$ cat src/rtl/mips_multicycle_ctrl.sv
// Multicycle control FSM for the MIPS core.
// Decodes the held instruction and sequences the datapath through FETCH,
// DECODE and up to three execute states, with a memory-ready handshake,
// a one-instruction branch delay slot and a HALTED state for illegal code.
//
// Ports:
//   clk, reset            clock; synchronous active-high reset
//   instr                 IR contents (raw memory data while in FETCH)
//   mem_ready             memory access completes this cycle
//   alu_zero, alu_neg     ALU result flags used by conditional branches
//   active                low only in HALTED
//   state_o               current state, for debug
//   ir_write .. bt_write  single-bit datapath controls
//   alu_src_b, pc_src     datapath mux selects
//   alu_op, zero_ext      ALU operation and immediate extension mode
module mips_multicycle_ctrl #(
    parameter int unsigned ALUOP_WIDTH   = 4,
    parameter bit          MEM_HANDSHAKE = 1'b1
) (
    input  logic                   clk,
    input  logic                   reset,
    input  logic [31:0]            instr,
    input  logic                   mem_ready,
    input  logic                   alu_zero,
    input  logic                   alu_neg,
    output logic                   active,
    output logic [2:0]             state_o,
    output logic                   ir_write,
    output logic                   iord,
    output logic                   alu_src_a,
    output logic                   reg_dst,
    output logic                   mem_to_reg,
    output logic                   reg_write,
    output logic                   mem_read,
    output logic                   mem_write,
    output logic                   pc_write,
    output logic                   bt_write,
    output logic [1:0]             alu_src_b,
    output logic [1:0]             pc_src,
    output logic [ALUOP_WIDTH-1:0] alu_op,
    output logic                   zero_ext
);

    localparam int unsigned OP_W = 6;
    localparam int unsigned AO_W = 4;

    // Opcodes
    localparam logic [OP_W-1:0] OPC_RTYPE = 6'h00;
    localparam logic [OP_W-1:0] OPC_J     = 6'h02;
    localparam logic [OP_W-1:0] OPC_JAL   = 6'h03;
    localparam logic [OP_W-1:0] OPC_BEQ   = 6'h04;
    localparam logic [OP_W-1:0] OPC_BNE   = 6'h05;
    localparam logic [OP_W-1:0] OPC_BGTZ  = 6'h07;
    localparam logic [OP_W-1:0] OPC_ADDIU = 6'h09;
    localparam logic [OP_W-1:0] OPC_SLTI  = 6'h0A;
    localparam logic [OP_W-1:0] OPC_ANDI  = 6'h0C;
    localparam logic [OP_W-1:0] OPC_ORI   = 6'h0D;
    localparam logic [OP_W-1:0] OPC_XORI  = 6'h0E;
    localparam logic [OP_W-1:0] OPC_LUI   = 6'h0F;
    localparam logic [OP_W-1:0] OPC_LB    = 6'h20;
    localparam logic [OP_W-1:0] OPC_LW    = 6'h23;
    localparam logic [OP_W-1:0] OPC_SW    = 6'h2B;

    // R-type function codes
    localparam logic [OP_W-1:0] FN_JR   = 6'h08;
    localparam logic [OP_W-1:0] FN_ADDU = 6'h21;
    localparam logic [OP_W-1:0] FN_SUBU = 6'h23;
    localparam logic [OP_W-1:0] FN_AND  = 6'h24;
    localparam logic [OP_W-1:0] FN_OR   = 6'h25;
    localparam logic [OP_W-1:0] FN_XOR  = 6'h26;
    localparam logic [OP_W-1:0] FN_SLT  = 6'h2A;
    localparam logic [OP_W-1:0] FN_SLTU = 6'h2B;

    // ALU operation encodings
    localparam logic [AO_W-1:0] ALU_AND  = 4'b0000;
    localparam logic [AO_W-1:0] ALU_OR   = 4'b0001;
    localparam logic [AO_W-1:0] ALU_ADD  = 4'b0010;
    localparam logic [AO_W-1:0] ALU_XOR  = 4'b0011;
    localparam logic [AO_W-1:0] ALU_SUB  = 4'b0110;
    localparam logic [AO_W-1:0] ALU_SLT  = 4'b0111;
    localparam logic [AO_W-1:0] ALU_SLTU = 4'b1000;
    localparam logic [AO_W-1:0] ALU_LUI  = 4'b1001;

    typedef enum logic [2:0] {
        S_FETCH  = 3'b000,
        S_DECODE = 3'b001,
        S_EXEC_1 = 3'b010,
        S_EXEC_2 = 3'b011,
        S_EXEC_3 = 3'b100,
        S_HALTED = 3'b101
    } state_t;

    state_t          state, state_nxt;
    logic            delay_pending, delay_pending_nxt;
    logic [OP_W-1:0] opcode;
    logic [OP_W-1:0] funct;
    logic            mem_done;
    logic            op_legal;
    logic            br_taken;
    logic [AO_W-1:0] alu_op4;
    logic            unused_instr;

    assign opcode       = instr[31:26];
    assign funct        = instr[5:0];
    assign unused_instr = ^instr[25:6];
    assign state_o      = state;
    assign alu_op       = ALUOP_WIDTH'(alu_op4);

    // Without the handshake every memory access completes in one cycle.
    assign mem_done = MEM_HANDSHAKE ? mem_ready : 1'b1;

    // Opcodes that DECODE accepts; unknown R-type functs are trapped in EXEC_1.
    always_comb begin
        case (opcode)
            OPC_RTYPE, OPC_J, OPC_JAL, OPC_BEQ, OPC_BNE, OPC_BGTZ,
            OPC_ADDIU, OPC_SLTI, OPC_ANDI, OPC_ORI, OPC_XORI, OPC_LUI,
            OPC_LB, OPC_LW, OPC_SW: op_legal = 1'b1;
            default:                op_legal = 1'b0;
        endcase
    end

    // Branch condition from the EXEC_1 compare; BGTZ is taken when rs > 0.
    always_comb begin
        case (opcode)
            OPC_BEQ:  br_taken = alu_zero;
            OPC_BNE:  br_taken = !alu_zero;
            OPC_BGTZ: br_taken = !alu_zero && !alu_neg;
            default:  br_taken = 1'b0;
        endcase
    end

    // State and delay-slot flag registers
    always_ff @(posedge clk) begin
        if (reset) begin
            state         <= S_FETCH;
            delay_pending <= 1'b0;
        end else begin
            state         <= state_nxt;
            delay_pending <= delay_pending_nxt;
        end
    end

    // Next-state and datapath control decode
    always_comb begin
        state_nxt         = state;
        delay_pending_nxt = delay_pending;
        active            = 1'b1;
        ir_write          = 1'b0;
        iord              = 1'b0;
        alu_src_a         = 1'b0;
        reg_dst           = 1'b0;
        mem_to_reg        = 1'b0;
        reg_write         = 1'b0;
        mem_read          = 1'b0;
        mem_write         = 1'b0;
        pc_write          = 1'b0;
        bt_write          = 1'b0;
        alu_src_b         = 2'b00;
        pc_src            = 2'b00;
        alu_op4           = ALU_AND;
        zero_ext          = 1'b0;

        case (state)
            S_FETCH: begin
                mem_read  = 1'b1;
                alu_src_b = 2'b01;
                alu_op4   = ALU_ADD;
                if (mem_done) begin
                    ir_write          = 1'b1;
                    pc_write          = 1'b1;
                    // Delay-slot fetch redirects the PC to the saved target.
                    pc_src            = delay_pending ? 2'b10 : 2'b00;
                    delay_pending_nxt = 1'b0;
                    state_nxt         = S_DECODE;
                end
            end

            S_DECODE: begin
                alu_src_b = 2'b11;
                alu_op4   = ALU_ADD;
                state_nxt = op_legal ? S_EXEC_1 : S_HALTED;
            end

            S_EXEC_1: begin
                case (opcode)
                    OPC_RTYPE: begin
                        state_nxt = S_EXEC_2;
                        alu_src_a = 1'b1;
                        case (funct)
                            FN_ADDU: alu_op4 = ALU_ADD;
                            FN_SUBU: alu_op4 = ALU_SUB;
                            FN_AND:  alu_op4 = ALU_AND;
                            FN_OR:   alu_op4 = ALU_OR;
                            FN_XOR:  alu_op4 = ALU_XOR;
                            FN_SLT:  alu_op4 = ALU_SLT;
                            FN_SLTU: alu_op4 = ALU_SLTU;
                            FN_JR: begin
                                alu_src_a         = 1'b0;
                                bt_write          = 1'b1;
                                pc_src            = 2'b11;
                                delay_pending_nxt = 1'b1;
                                state_nxt         = S_FETCH;
                            end
                            default: begin
                                alu_src_a = 1'b0;
                                state_nxt = S_HALTED;
                            end
                        endcase
                    end
                    OPC_ADDIU, OPC_SLTI, OPC_ANDI, OPC_ORI, OPC_XORI, OPC_LUI: begin
                        alu_src_a = 1'b1;
                        alu_src_b = 2'b10;
                        state_nxt = S_EXEC_2;
                        case (opcode)
                            OPC_SLTI: alu_op4 = ALU_SLT;
                            OPC_ANDI: alu_op4 = ALU_AND;
                            OPC_ORI:  alu_op4 = ALU_OR;
                            OPC_XORI: alu_op4 = ALU_XOR;
                            OPC_LUI:  alu_op4 = ALU_LUI;
                            default:  alu_op4 = ALU_ADD;
                        endcase
                        zero_ext = (opcode == OPC_ANDI) || (opcode == OPC_ORI) ||
                                   (opcode == OPC_XORI);
                    end
                    OPC_LW, OPC_LB, OPC_SW: begin
                        alu_src_a = 1'b1;
                        alu_src_b = 2'b10;
                        alu_op4   = ALU_ADD;
                        state_nxt = S_EXEC_2;
                    end
                    OPC_BEQ, OPC_BNE, OPC_BGTZ: begin
                        alu_src_a = 1'b1;
                        alu_op4   = (opcode == OPC_BGTZ) ? ALU_SLT : ALU_SUB;
                        state_nxt = S_FETCH;
                        if (br_taken) begin
                            // Latch the target computed in DECODE.
                            bt_write          = 1'b1;
                            delay_pending_nxt = 1'b1;
                        end
                    end
                    OPC_J, OPC_JAL: begin
                        bt_write          = 1'b1;
                        pc_src            = 2'b01;
                        reg_write         = (opcode == OPC_JAL);
                        delay_pending_nxt = 1'b1;
                        state_nxt         = S_FETCH;
                    end
                    default: state_nxt = S_HALTED;
                endcase
            end

            S_EXEC_2: begin
                case (opcode)
                    OPC_RTYPE: begin
                        reg_dst   = 1'b1;
                        reg_write = 1'b1;
                        state_nxt = S_FETCH;
                    end
                    OPC_ADDIU, OPC_SLTI, OPC_ANDI, OPC_ORI, OPC_XORI, OPC_LUI: begin
                        reg_write = 1'b1;
                        state_nxt = S_FETCH;
                    end
                    OPC_LW, OPC_LB: begin
                        iord     = 1'b1;
                        mem_read = 1'b1;
                        if (mem_done) state_nxt = S_EXEC_3;
                    end
                    OPC_SW: begin
                        iord      = 1'b1;
                        mem_write = 1'b1;
                        if (mem_done) state_nxt = S_FETCH;
                    end
                    default: state_nxt = S_HALTED;
                endcase
            end

            S_EXEC_3: begin
                mem_to_reg = 1'b1;
                reg_write  = 1'b1;
                state_nxt  = S_FETCH;
            end

            S_HALTED: begin
                active    = 1'b0;
                state_nxt = S_HALTED;
            end

            default: state_nxt = S_FETCH;
        endcase

        // No architectural state may change in a reset cycle.
        if (reset) begin
            ir_write  = 1'b0;
            pc_write  = 1'b0;
            reg_write = 1'b0;
            mem_write = 1'b0;
            bt_write  = 1'b0;
        end
    end

endmodule

$ cat config.mk
export PLATFORM = sky130hd
export DESIGN_NAME = mips_multicycle_ctrl
export DESIGN_NICKNAME = d
export VERILOG_FILES = /design/src/rtl/mips_multicycle_ctrl.sv
export SDC_FILE = /design/constraint.sdc
export NUM_CORES = 1
export LEC_CHECK = 0
export ABC_AREA = 1
export BUFFER_PORTS_ARGS = -buffer_cell sky130_fd_sc_hd__buf_2
export CELL_PAD_IN_SITES_DETAIL_PLACEMENT = 0
export CELL_PAD_IN_SITES_GLOBAL_PLACEMENT = 2
export CORE_ASPECT_RATIO = 1.1
export CORE_MARGIN = 2
export CORE_UTILIZATION = 21
export CTS_BUF_LIST = sky130_fd_sc_hd__clkbuf_8
export DETAILED_ROUTE_END_ITERATION = 6
export GPL_TIMING_DRIVEN = 0
export PLACE_DENSITY = 0.83
export RECOVER_POWER = 50
export SKIP_LAST_GASP = 1
export SLEW_MARGIN = 20
export SYNTH_ARGS = -nofsm -noshare
export SYNTH_HDL_FRONTEND = slang
export SYNTH_SLANG_ARGS = --single-unit
export TNS_END_PERCENT = 20
$ cat constraint.sdc
create_clock -name clk -period 3.9 [get_ports clk]
set_clock_uncertainty 0.15 [all_clocks]
set_input_delay 0.195 -clock clk [delete_from_list [all_inputs] [get_ports clk]]
set_output_delay 0.195 -clock clk [all_outputs]
set_load 0.05 [all_outputs]
# Word-level counts from Yosys, hierarchy flattened
# Memories as Yosys holds them, arrays and structs flattened.
# Cells that the tools add are included.
# word_totals
reg_bits	4
rom_bits	64
in_bits	37
output_inout_bits	23
elab_cells	111
n_memories	1
# classes
n_eq_ne	33
muxes	54
reduce_logical	21
# memory_table
memory	depth	word_bits	read_ports	rd_clocked_by_memory_dff	write_ports	line_no	text
(no name shown)	64	1	1	0	0	114	case (opcode)
# ops
op	n
$eq A6 B6 Y1 const B	10
$eq A6 B4 Y1 const B	7
$mux W1	28
$pmux W4 S6	1
$pmux W4 S5	1
$eq A6 B3 Y1 const B	3
$pmux W3 S3	2
$pmux W4 S4	1
$pmux W3 S5	1
$reduce_or A7 Y1	2
$eq A6 B2 Y1 const B	2
$mux W3	4
$pmux W1 S3	4
$reduce_or A12 Y1	1
$ne A3 B3 Y1 const B	3
$reduce_or A9 Y1	1
$mux W2	4
$pmux W2 S2	2
$pmux W4 S2	1
$eq A3 B2 Y1 const B	2
$eq A3 B3 Y1 const B	2
$logic_not A6 Y1	1
$pmux W1 S2	3
$pmux W2 S3	1
16 further kinds	21

# Logic depth before layout (Yosys ltp)
# depth
ltp_word	7
depth_mapped	13
ltp_nobuf	13

# Worst setup path before layout
# No wires, ideal clock.
# synth_timing
path_type	register to output
startpoint	register state[2] (netlist: state_o[2])
endpoint	output port reg_write
arrival_time_ns	2.913
required_time_ns	3.555
setup_slack_ns	0.642
path_stages_with_launch	4
path_buffers	0
cell_sequence	dfxtp_1 > nor3b_1 > a21oi_1 > a21oi_1
# synth_via
elab_chain_cells	3
elab_cells_between_ends	5
classes_between	3 x eq/ne; 2 x mux
# synth_lines
element	line_no	text
start, declared	93	state_t state, state_nxt;
start signal, assigned	138	state <= state_nxt;
$eq A3 B3 Y1 or $eq A3 B2 Y1 (tied branches)	163	case (state)
$pmux W1 S3 (*)	163	
$mux W1 (*)	292	if (reset) begin
end, declared	33	output logic reg_write,
# Every way passes the cells marked *; elsewhere a longest branch is shown, timed or not.

# Worst setup path in the final report
# layout_timing
startpoint	input port instr[26]
endpoint	output port alu_op[1]
# layout_via
elab_chain_cells	4
elab_cells_between_ends	19
classes_between	12 x eq/ne; 3 x mux; 4 x reduce/logical
# layout_lines
element	line_no	text
start, declared	22	input logic [31:0] instr,
$eq A6 B4 Y1, or another cell as far along	185, 214	
$pmux W4 S5, or another cell as far along	214	case (opcode)
$pmux W4 S4 (*)	185	case (opcode)
$pmux W4 S2 (*)	163	
end, declared	40	output logic [ALUOP_WIDTH-1:0] alu_op,
# Marked as above.

==> flow_summary.yaml <==
yosys:
  ys_ff_latch: 4
  syn_avg_cell_area_um2: 5.16
  syn-num-nets: 239
  synthFlopType: "dfxtp_1"
  ys_seq_area_share_pct: 7.88
  yosys-top-cells-area: "nand2_1 (17%), nor2_1 (14%), nand3_1 (10%)"
  yosysUniqueCellTypes: 30
  ys_warn_count: 0
  synth.top_cell.area_share_pct: 17.0
  async_flop_share_pct: 0
  synth_area_leader_cell: "nand2_1"
  synth_area_mm2: 0.00102
  syn_inst: 197
  synth_edf_count: 0
clock_network:
  cts_tree: "done"
  post_cts_buffers: 0
  clockBufferDepth: 2
  cts_resized: 0
  h-tree-depth: 1
  insertion_delay_ns: 0.22
  cts_hold_buf: 0
  cts_root_buf: "clkbuf_8"
  cts_buffers: 3
  cts.sinks: 4
  path_clk_slew_ns: 0.03
worst_setup_path:
  r2r_end: "state_o[0]"
  critPathMaxFanout: 4
  worstSetupEndpointType: "primary output"
  cp-start-kind: "input port"
  r2r_slack_ns: 2.32
  crit_arrival_ns: 1.86
  reg2reg_from: "state_o[1]"
  crit_chain: "clkbuf_1, inv_1, ha_1, o211ai_1, nand2_1, nor2_2, nand2_1, o21ai_1, nand2_1, o21ai_1, o21ai_1, buf_2"
  crit_required_ns: 3.56
  critPathSlowestCell: "o211ai_1"
  crit_start: "instr[26]"
  crit_type: "input port to primary output"
  cpPeakStageDelay_ns: 0.29
  reg2reg_depth: 6
global_route:
  grt_first_pass_wirelength_um: 5510
  grt_pass1_vias: 1224
  antenna_found_initial: 0
  grt_use_total_pct: 12.4
  grt_max_degree: 11
  grt.overflow.total: 0
final_layout:
  n_antenna_cell: 0
  area_growth_syn_to_layout_pct: 28.4
  most-common-layout-cells: "nand2_1 (46), nor2_1 (37), buf_2 (29)"
  nFillCells: 569
  drive_above_1_share_pct: 21.4
  final_common_cell: "nand2_1"
  fin_util_pct: 28.1
  fin_nets: 282
sta:
  holdWs_ns: 0.169
  finalMaxSlewViolations: 0
  rsz0062_at_grt: "no"
  worst_pin_slew_ns: 0.603
  clock.fmax_mhz: 454
  setup_violations: 0
  fin_setup_tns_ns: 0
  hold_viol: 0
  final.period_utilization_pct: 56.5
  slew_headroom_pct: 60.0
  finalCriticalPeriod_ns: 2.20
min_path:
  hold_path_class: "input port to flip-flop"
  hold_depth: 4
  hp-start: "mem_ready"
  hold_path_end: "state_o[0]"
die:
  die_y_um: 77.0
  num_io_pins: 60
  die_w_um: 70.3
  die-area_mm2: 0.00541
  core-area_mm2: 0.00465
  rows: 26
  initial_core_util_pct: 21.8
run_status:
  status: "complete, no violations"
route:
  post_drt_wl_per_cell_um: 11.3
  wl_um: 3320
  vias: 1346
  antenna_left: 0
  route.detailed.drc: 0
  firstDrtPassIters: 4
  first_iter_violations: 36
  vias_per_cell: 4.58
placed_design:
  dp_hpwl_um: 2780
  portBuffers: 38
  gp_congestion: 0.778
pwr:
  powerDensity_mw_per_mm2: 225
  p_leak_nw: 0.696
  peakVddDrop_v: 0.0000737
job:
  cap_violations: 0
[power breakdown]
group	switching, mW	internal (mW)	total [mW]
Sequential	0.00649	0.0446	0.0511
Clock	0.0213	0.0658	0.0871
Combinational	0.115	0.0399	0.155
Total	0.143	0.150	0.293
[how the worst max path moves through the flow]
stage          cells after the start        end  slack [ns]
6_report                          12  alu_op[1]        1.70
3_3_place_gp                      12  alu_op[1]        1.72
5_1_grt                           12  alu_op[1]        1.46
3_5_place_dp                      12  alu_op[1]        1.74
2_1_floorplan                      3  reg_write        0.64
4_1_cts                            6   bt_write        1.71
[metal layers]
metal  up-vias  track usage, %  wire (µm)
li1        725               -          -
met3         4            1.31        163
met5         -               0          0
met1       581            16.5       1610
met4         0            3.46         17
met2        36            20.9       1530
[through the flow]
stage	total power [mW]	setup slack [ns]	instances	cell area, µm²
finish	0.293	1.70	294	1310
global route	0.317	1.46	294	1310
floorplan	0.168	0.642	197	1020
CTS	0.298	1.71	294	1320
detailed placement	0.209	1.74	291	1280
global placement	0.210	1.72	291	1280
[critical path, delay by kind of cell]
kind / cells / cell delay, ns
compound gates: 4 / 0.58
buf+inv: 3 / 0.43
simple gates: 4 / 0.37
fa+ha+maj: 1 / 0.27
[registers in the layout, indices dropped and copies added (netlist names)]
register,count
delay_pending,1
state_o,3
[cell usage after synthesis (2+ instances only)]
library cell and count:
nand2_1 46, nor2_1 37, inv_1 21, nand3_1 21, a21oi_1 9, inv_2 8
o21ai_1 7, ha_1 5, nor3_1 5, dfxtp_1 4, nand4_1 4, nor2_2 4
o211ai_1 3, o21ai_0 3, a31oi_1 2, nand2_2 2, nand3b_1 2, nor2_4 2
[final cells by class]
type / count / area, µm² / area share (%)
multi-input combinational: 161 / 811 / 62.1
timing repair buffer: 38 / 178 / 13.6
inverter: 29 / 109 / 8.34
sequential: 4 / 80.1 / 6.14
tap: 56 / 70.1 / 5.37
clock buffer: 3 / 41.3 / 3.16
buffer: 3 / 16.3 / 1.25
[cells by family after synthesis]
logic type / after synthesis / synth area share, %
and+or+nand+nor: 126 / 55.8
buffers and inverters: 32 / 12.3
AOI/OAI and AO/OA: 30 / 17.9
adders and majority gates: 5 / 6.16
DFF: 4 / 7.88
Note: power is estimated with default switching activity, not from simulation.
